**config.mk**
```make
export PLATFORM = sky130hd
export DESIGN_NAME = sdram_rd_pipe
export DESIGN_NICKNAME = d
export VERILOG_FILES = /design/src/rtl/sdram_pkg.sv /design/src/rtl/sdram_rd_pipe.sv
export SDC_FILE = /design/constraint.sdc
export NUM_CORES = 1
export LEC_CHECK = 0
export CORE_MARGIN = 4
export CORE_UTILIZATION = 54
export CTS_CLUSTER_DIAMETER = 40
export DETAILED_ROUTE_END_ITERATION = 8
export HOLD_SLACK_MARGIN = 0.03
export PLACE_DENSITY = 0.93
export SETUP_SLACK_MARGIN = 0.1
export SYNTH_ARGS = -nofsm -noshare
export SYNTH_HDL_FRONTEND = slang
export SYNTH_SLANG_ARGS = --single-unit
```
**constraint.sdc**
```tcl
create_clock -name clk -period 2.54 [get_ports clk]
set_input_delay 0.762 -clock clk [delete_from_list [all_inputs] [get_ports clk]]
set_output_delay 0.762 -clock clk [all_outputs]
set_load 0.1 [all_outputs]
```
**src/rtl/sdram_pkg.sv**
```systemverilog
// Shared SDRAM command encodings, error codes, mode-register fields and read-pipe stage type.
// No logic; used by the device model and sdram_controller3.
// No flow control.
package sdram_pkg;

    // {CS_N, RAS_N, CAS_N, WE_N}
    localparam logic [3:0] cmd_mrs   = 4'b0000;
    localparam logic [3:0] cmd_ref   = 4'b0001;
    localparam logic [3:0] cmd_pre   = 4'b0010;
    localparam logic [3:0] cmd_act   = 4'b0011;
    localparam logic [3:0] cmd_write = 4'b0100;
    localparam logic [3:0] cmd_read  = 4'b0101;
    localparam logic [3:0] cmd_nop   = 4'b0111;

    typedef enum logic [3:0] {
        err_none     = 4'd0,
        err_no_mrs   = 4'd1,
        err_closed   = 4'd2,
        err_trcd     = 4'd3,
        err_act_open = 4'd4,
        err_ref_open = 4'd5,
        err_trfc     = 4'd6,
        err_bad_cl   = 4'd7,
        err_bad_bl   = 4'd8,
        err_undef    = 4'd9
    } err_e;

    localparam int mrs_bl_lsb  = 0;
    localparam int mrs_bl_w    = 3;
    localparam int mrs_cl_lsb  = 4;
    localparam int mrs_cl_w    = 3;
    localparam int addr_ap_bit = 10;

    typedef struct packed {
        logic        vld;
        logic [1:0]  dqm;
        logic [15:0] dat;
    } rd_stage_t;

    function automatic logic cl_supported(input logic [2:0] cl);
        return (cl == 3'd2) || (cl == 3'd3);
    endfunction

endpackage

```
**src/rtl/sdram_rd_pipe.sv**
```systemverilog
// Read-data delay line: {valid, data, dqm} shifted every clock, tapped at CAS latency.
// Latency: data loaded at command edge k is presented after edge k+cl-1.
// No backpressure; one entry accepted per clock.
module sdram_rd_pipe
    import sdram_pkg::*;
(
    input  logic        clk,
    input  logic        rst_n,
    input  logic [2:0]  cl,
    input  logic        in_vld,
    input  logic [15:0] in_dat,
    input  logic [1:0]  dqm,
    output logic [15:0] out_dat,
    output logic        out_oe
);

    rd_stage_t [2:0] stg_q;
    rd_stage_t [2:0] stg_d;
    rd_stage_t       tap;

    // DQM is captured into whichever stage is being loaded two edges before the tap.
    always_comb begin
        stg_d[0] = '0;
        if (in_vld) begin
            stg_d[0].vld = 1'b1;
            stg_d[0].dat = in_dat;
        end
        if (cl == 3'd2) stg_d[0].dqm = dqm;
        stg_d[1] = stg_q[0];
        if (cl == 3'd3) stg_d[1].dqm = dqm;
        stg_d[2] = stg_q[1];
    end

    always_ff @(posedge clk or negedge rst_n) begin
        if (!rst_n) stg_q <= '0;
        else        stg_q <= stg_d;
    end

    always_comb begin
        tap     = (cl == 3'd3) ? stg_q[2] : stg_q[1];
        out_dat = '0;
        if (tap.vld) begin
            out_dat[7:0]  = tap.dqm[0] ? 8'h00 : tap.dat[7:0];
            out_dat[15:8] = tap.dqm[1] ? 8'h00 : tap.dat[15:8];
        end
        out_oe = tap.vld & ~&tap.dqm;
    end

endmodule

```
==> results of run 1 <==
-- layout make-up --
type,count,share of cell area
Sequential cell,57,0.453
Multi-Input combinational cell,72,0.249
Timing Repair Buffer,51,0.227
Clock buffer,10,0.0405
Tap cell,48,0.0190
Clock inverter,6,0.0111
-- placed cells by master, fill, tap and decap left out --
master / Yosys / layout
sky130_fd_sc_hd__mux2_2: 3 / 2
sky130_fd_sc_hd__a21boi_0: 2 / 2
sky130_fd_sc_hd__buf_16: 0 / 1
sky130_fd_sc_hd__clkinvlp_4: 0 / 2
sky130_fd_sc_hd__nand3b_1: 33 / 33
sky130_fd_sc_hd__buf_2: 4 / 1
sky130_fd_sc_hd__mux2_4: 0 / 1
sky130_fd_sc_hd__buf_12: 1 / 20
sky130_fd_sc_hd__dfrtp_2: 0 / 2
sky130_fd_sc_hd__buf_4: 0 / 5
sky130_fd_sc_hd__clkinv_2: 0 / 4
sky130_fd_sc_hd__clkbuf_8: 0 / 9
sky130_fd_sc_hd__buf_6: 1 / 5
sky130_fd_sc_hd__clkdlybuf4s50_1: 0 / 19
sky130_fd_sc_hd__mux2i_4: 0 / 16
sky130_fd_sc_hd__and4bb_2: 2 / 2
sky130_fd_sc_hd__dfrtp_1: 57 / 55
sky130_fd_sc_hd__clkbuf_1: 1 / 1
sky130_fd_sc_hd__and2_1: 16 / 16
-- sequential cells by signal, summed over array words and instances (netlist names) --
name   cells
stg_q     21
stg_d     36
-- worst paths after layout --
path                                  endpoint                start  slack, ps  depth (start not counted)
max reg2reg                stg_d[55]$_DFF_PN0_  stg_q[17]$_DFF_PN0_       1780                          1
max in group asynchronous  stg_q[56]$_DFF_PN0_                rst_n       1500                          2
min reg2reg                stg_d[45]$_DFF_PN0_  stg_d[26]$_DFF_PN0_        350                          0
min                        stg_d[45]$_DFF_PN0_  stg_d[26]$_DFF_PN0_        350                          0
min in group asynchronous  stg_q[49]$_DFF_PN0_                rst_n        450                          1
max                                out_dat[10]                cl[0]         -9                          6
-- logic make-up after synthesis --
| group | after synthesis |
|---|---|
| simple gates | 51 |
| buf+inv | 7 |
| mux | 19 |
| flops | 57 |
| compound gates | 2 |
-- cells in the mapped netlist --
library cell | instances | area share
sky130_fd_sc_hd__a21boi_0 | 2 | 0.0073
sky130_fd_sc_hd__nand3b_1 | 33 | 0.12
sky130_fd_sc_hd__and2_1 | 16 | 0.049
sky130_fd_sc_hd__buf_6 | 1 | 0.0055
sky130_fd_sc_hd__mux2i_1 | 16 | 0.078
sky130_fd_sc_hd__clkbuf_1 | 1 | 0.0018
sky130_fd_sc_hd__mux2_2 | 3 | 0.016
sky130_fd_sc_hd__buf_12 | 1 | 0.0097
sky130_fd_sc_hd__dfrtp_1 | 57 | 0.69
sky130_fd_sc_hd__buf_2 | 4 | 0.0097
sky130_fd_sc_hd__and4bb_2 | 2 | 0.012
-- timing repair --
item / CTS / global route
hold buffers: 0 / 0
cloned: 1 / 0
setup buffers: 3 / 2
resized for setup: 21 / 0
pin swaps: 1 / 1
endpoints found under the setup margin: 17 / 17
endpoints found under the hold margin: 0 / 0
-- through the flow --
step	worst slack, ps	total power [W]	util
detailed placement	-423	0.00132	0.789
global route	-22.0	0.00209	0.855
global placement	-403	0.00130	0.789
finish	-8.88	0.00201	0.855
floorplan	-201	0.00118	-
CTS	12.7	0.00203	0.851
-- per-layer routing --
| layer | GRT usage | share of wire |
|---|---|---|
| met5 | 0 | 0 |
| met4 | 0.138 | 0.035 |
| met3 | 0.0594 | 0.038 |
| met2 | 0.367 | 0.53 |
| met1 | 0.239 | 0.40 |
-- critical path, cell delays in order --
cell and delay, ps:
sky130_fd_sc_hd__buf_6 100, sky130_fd_sc_hd__nand3b_1 90, sky130_fd_sc_hd__buf_6 150, sky130_fd_sc_hd__buf_12 180, sky130_fd_sc_hd__mux2i_4 290, sky130_fd_sc_hd__buf_12 200
-- report_power, final --
group / leakage [nW] / internal, W / switching, W
combinational: 0.537 / 0.000149 / 0.000181
sequential: 0.733 / 0.000953 / 0.0000335
clock: 0.0818 / 0.000346 / 0.000351
total: 1.35 / 0.00145 / 0.000566
==> results.txt, run 1 <==
The type of element capturing the critical path was a primary output. The flow ran to the end, but the final reports show violations. Highest net fanout along the worst path: 8. Synthesis produced a netlist whose cell count is 136. The max-cap check violation count came out at 0.

STA classifies the critical path startpoint as an input pin. The run gives 5.54 ps as the worst setup skew after layout. For the final routed database, the setup TNS stands at -8.88 ps. At the worst endpoint, the arrival time is 1790 ps.

The number of pins with negative max-slew slack in the final report is 0, and the number of warning messages in the yosys log is 0. For the clock network latency to the later pin of the worst-skew pair, the log shows 330 ps. The checks that failed: setup timing.

After clock tree synthesis, the clock-pin slew on the worst setup and hold paths is 70 ps. The post-synthesis area per instance is 15.2 um2. For the maximum level of the CTS H-tree, the log shows 3.

The logs give 57 for the TritonCTS sink count and 1430 um2 for the area occupied by registers. Setup repair after global routing could not meet its margin everywhere. The logs give -8.88 ps for the worst path setup slack after routing and 163 for the filler cell count in the final layout.

For the area of the mapped netlist, the log shows 2060 um2. The required time reported for the critical path endpoint is 1780 ps. For this design the top-level I/O count stands at 41. The run gives 215 as the final-stage net count. The logs give 3690 um2 for the total core area and 22 for the standard-cell row count.

The proportion of layout cells with a drive suffix above 1 works out to 0.357. The y dimension of the die works out to 69.8 um. Counting the buffers created by CTS gives 9.

The chip width is 69.8 um. The placed cell area came out at 2910 um2. When the netlist entered floorplanning its net count stood at 160. The post-synthesis compound-gate area fraction came out at 0.00728.

The tools report the post-layout instance area as 3150 um2. The post-synthesis share of cell area spent on and, or, nand and nor gates works out to 0.181. For the number of antenna violations at the first check in global routing, the log shows 0. In the final routed layout, each cell accounts on average for 19.7 um.

Once detail routing completed, the nets flagged for antenna violations numbered 0. The multiplexer share of the synthesized area works out to 0.0940. The number of antenna diodes in the final layout is 0. For this run the aggregate overflow at the end of global routing stands at 0. The class of the worst hold path is reg -> reg. The parity-gate share of the synthesized area counting xor and xnor cells works out to 0. The number of synthesized register bits was 57. The root buffer cell chosen for the clock tree is sky130_fd_sc_hd__clkbuf_8. Counting tap cells, the placed design contains a total of 222 instances.

The relative slew slack came out at 0.568. The die covers 4870 um2. For the hold violation count in the final report, the log shows 0.

The multi-input combinational cells in the finished layout cover a total of 786 um2. Adder and majority cell fraction of the synthesized area: 0. The final routed DRC violation total is 0, and the first-pass GRT wire length is 7800 um. The total global routing track utilization was 0.217; the share of the clock period used by the worst path after layout was 1.00. In this run the deepest clock path goes through 2 buffers.

The detailed router finished its first iteration with 77 violations. Across the VDD grid, the largest voltage drop is 0.589 mV. The detailed-route vias per instance is 5.36, and the shortest period the worst path allows is 2550 ps. The sequential element share of the synthesized area came out at 0.691. Summed over all cells, the static leakage comes to 1.35 nW. Once layout is complete, the cells apart from fillers number 244.

The slew at the pin with the worst max-slew slack is 648 ps, and the worst hold slack is 346 ps. Synthesis instantiated 11 different standard cells from the library. TritonCTS built the clock tree.

The power density over cell area came out at 639 nW/um2. The final layout contains routed wiring with a total length of 4800 um. The routed layout has 1,308 vias. Number of setup violations in the final report: 1. The via count of the first global-routing pass came out at 1,496.

The critical path is of the in -> out type. Static timing analysis puts the maximum clock frequency at 392 MHz. For the largest net degree at the start of global routing, the log shows 31.

The length of the first detailed-routing pass in iterations is 4. The initial standard-cell utilization of the core is 0.559. Number of buffers added on ports: 40. The run gives 2990 um as the placed wire-length estimate.

The area growth from synthesis to layout is 52.9%. Routability-driven placement finished with a final weighted congestion of 0.835. Main combinational cell family by area after synthesis: simple AND/OR/NAND/NOR gates.
Power figures use the tool's default switching activity.
==> inputs of run 2 (changes only) <==
Settings changed: CORE_UTILIZATION 54 to 50, PLACE_DENSITY 0.93 to 0.88.
==> run 2 against run 1 <==
The flow now finishes without violations. Fmax increased by 0.81%. Total power is 6.8% higher. Combinational power down 3%. Die area rose by 7.1%. Sequential share of layout area decreased by 0.20 points.
==> results.txt, run 2 (same netlist as run 1, synthesis figures left out) <==
The path class of the tightest hold or removal check is reg -> reg. The start point of the critical path was cl[2]. The slowest cell on the critical path was sky130_fd_sc_hd__mux2i_4.

The largest stage delay on the critical path was 210 ps; the routed wirelength normalized by instance count was 17.6 um. For the number of buffers on the longest clock path, the log shows 2. Buffers inserted during clock tree synthesis total 9. The via count of the first global-routing pass is 1,459, and the hold violation count in the final report is 0. After layout, the design draws a total of 0.00215 W.

Setup slack on the worst reg-to-reg path comes out at 1810 ps. The proportion of layout cells with a drive suffix above 1 is 0.362. STA classifies the critical path startpoint as an input pin. The run gives 0.578 mV as the worst voltage drop across the vdd grid.

The required time reported for the critical path endpoint was 1780 ps. For this run, the post-layout net count is 215. The critical path ends at out_dat[9]. The power density over cell area came out at 679 nW/um2. The total core area was 4000 um2. The number of placed instances, taps included, is 228. Pin placement for this block handled 41 I/O pins.

The initialized floorplan defines 23 standard-cell rows. The slew at the pin with the worst max-slew slack works out to 448 ps. The type of the worst setup path was in -> out.

In this run the critical register-to-register path is launched from stg_q[16]$_DFF_PN0_. For the total global routing track utilization, the log shows 0.197. The library cells used most frequently in the layout, excluding fill and tap cells, are 55 x sky130_fd_sc_hd__dfrtp_1, 33 x sky130_fd_sc_hd__nand3b_1, 19 x sky130_fd_sc_hd__clkdlybuf4s50_1, 19 x sky130_fd_sc_hd__buf_12. TritonCTS built the clock tree. The placed wire-length estimate is 3020 um.

The number of setup violations in the final report is 0. Using the TritonRoute via totals, the vias-per-cell ratio works out to 5.20. Based on the critical path, the design can be clocked at up to 396 MHz. Number of flip-flops in the largest register: 36. Shortest period the worst path allows: 2530 ps. Area growth from synthesis to layout: 53.5%. The relative slew slack came out at 0.701. The worst-case reg-to-reg path depth is 1. Counting the fill cells in the layout gives 203. In the final layout, the multi-input gates occupy 782 um2.

The largest net degree at the start of global routing was 38. Leaving out fill and tap cells, the most frequent cell in the layout is sky130_fd_sc_hd__dfrtp_1. The leakage dissipation was 1.35 nW. The H-tree was split into 3 levels.

For this run, the detailed router's first-pass iteration total came to 4. Setup repair after global routing could not meet its margin everywhere. During placement, the flow inserted port buffers numbering 40. The TritonCTS sink count is 57. The highest net fanout along the worst path is 8, and the post-route non-filler standard cell count is 246. The clock network latency to the later pin of the worst-skew pair is 340 ps, and the routability-driven placement congestion ratio is 0.715.

The count of antenna diodes in the layout is 0. The area enclosed by the die boundary came out at 5220 um2. The endpoint identified for the worst register-to-register timing path is stg_d[54]$_DFF_PN0_. Global routing finished with a remaining overflow of 0.

In this run the vertical extent of the chip is 72.2 um. Traced cell by cell, the critical path runs through buf_6 -> nand3b_1 -> buf_4 -> buf_12 -> mux2i_4 -> buf_12. In this run the most used layer during global routing was met2.

The logs give 0.516 for the initial standard-cell utilization of the core and 1770 ps for the worst endpoint data arrival time. Adding up every negative setup slack in the final design gives 0 ps. The die is 72.2 um wide. The flow ran to the end, and the final reports show no timing, DRC or antenna violations. The hold buffer count at cts was 0; the global-route met3 utilization was 0.0554. Summed over all layers, the routed wires come to 4320 um. The clock edge transition at the registers on the reported setup and hold paths works out to 70 ps.

After the first detailed-routing iteration, the DRC count stood at 75. The run gives 1430 um2 as the area occupied by registers. The detailed router placed 1,280 vias in this run.

After detailed routing, the number of remaining DRC violations is 0. In this run the remaining antenna-violating nets after routing total 0. The global-route met2 utilization came out at 0.312.

STA classifies the critical path endpoint as a primary output. The dominant cell type by count on the critical path is sky130_fd_sc_hd__buf_12. The logs give 0.225 for the met1 track demand over resource in global routing and 5.40 ps for the worst setup skew after layout.

The first-pass GRT wire length is 7250 um. The max-cap check violation count is 0, and the number of pins with negative max-slew slack in the final report is 0. The number of antenna violations at the first check in global routing came out at 0. Share of the clock period used by the worst path after layout: 0.995.

The tree is rooted in a sky130_fd_sc_hd__clkbuf_8.
-- run 2: power by group --
| group | total (W) | internal (W) | switching (W) |
|---|---|---|---|
| clock network | 0.000844 | 0.000458 | 0.000386 |
| registers | 0.000986 | 0.000953 | 0.0000330 |
| logic | 0.000321 | 0.000144 | 0.000177 |
| total | 0.00215 | 0.00155 | 0.000595 |
-- run 2: worst max-delay path: cells and delay by family --
family                 cells  cell delay, ps
AND/OR/NAND/NOR            1             180
multiplexers               1             210
buffers and inverters      4             600
-- run 2: final cells by class --
class,instances,share of cell area
clock inverter,7,0.0249
timing repair buffer,51,0.218
tap,50,0.0197
clock buffer,9,0.0391
multi-input combinational,72,0.247
sequential,57,0.451
-- run 2: worst min path at each step --
stage	from	end	slack, ps	cells after the start
after global routing	stg_d[37]$_DFF_PN0_	stg_d[56]$_DFF_PN0_	360	0
after global placement	stg_d[37]$_DFF_PN0_	stg_d[56]$_DFF_PN0_	330	0
final	stg_d[29]$_DFF_PN0_	stg_d[48]$_DFF_PN0_	350	0
after floorplan	stg_d[19]$_DFF_PN0_	stg_d[38]$_DFF_PN0_	330	0
after CTS	stg_d[29]$_DFF_PN0_	stg_d[48]$_DFF_PN0_	350	0
after detailed placement	stg_d[29]$_DFF_PN0_	stg_d[48]$_DFF_PN0_	330	0
-- run 2: stage by stage --
step | area, um2 | setup WS [ps] | util | hold slack (ps)
detailed placement | 2920 | -420 | 0.729 | 335
CTS | 3170 | 16.2 | 0.792 | 350
finish | 3170 | 11.7 | 0.792 | 349
global route | 3170 | -22.6 | 0.792 | 360
global placement | 2920 | -345 | 0.729 | 332
floorplan | 2270 | -201 | - | 331
-- run 2: timing repair --
action,CTS,global route
gates resized for setup,24,0
setup buffers,2,0
setup endpoints to repair,17,17
pin swaps,1,0
cloned,0,0
-- run 2: routing by layer --
layer  up-vias  share of wire
li1        579              -
met1       640           0.40
met2        46           0.52
met3        15          0.046
met4         0          0.034
met5         -              0
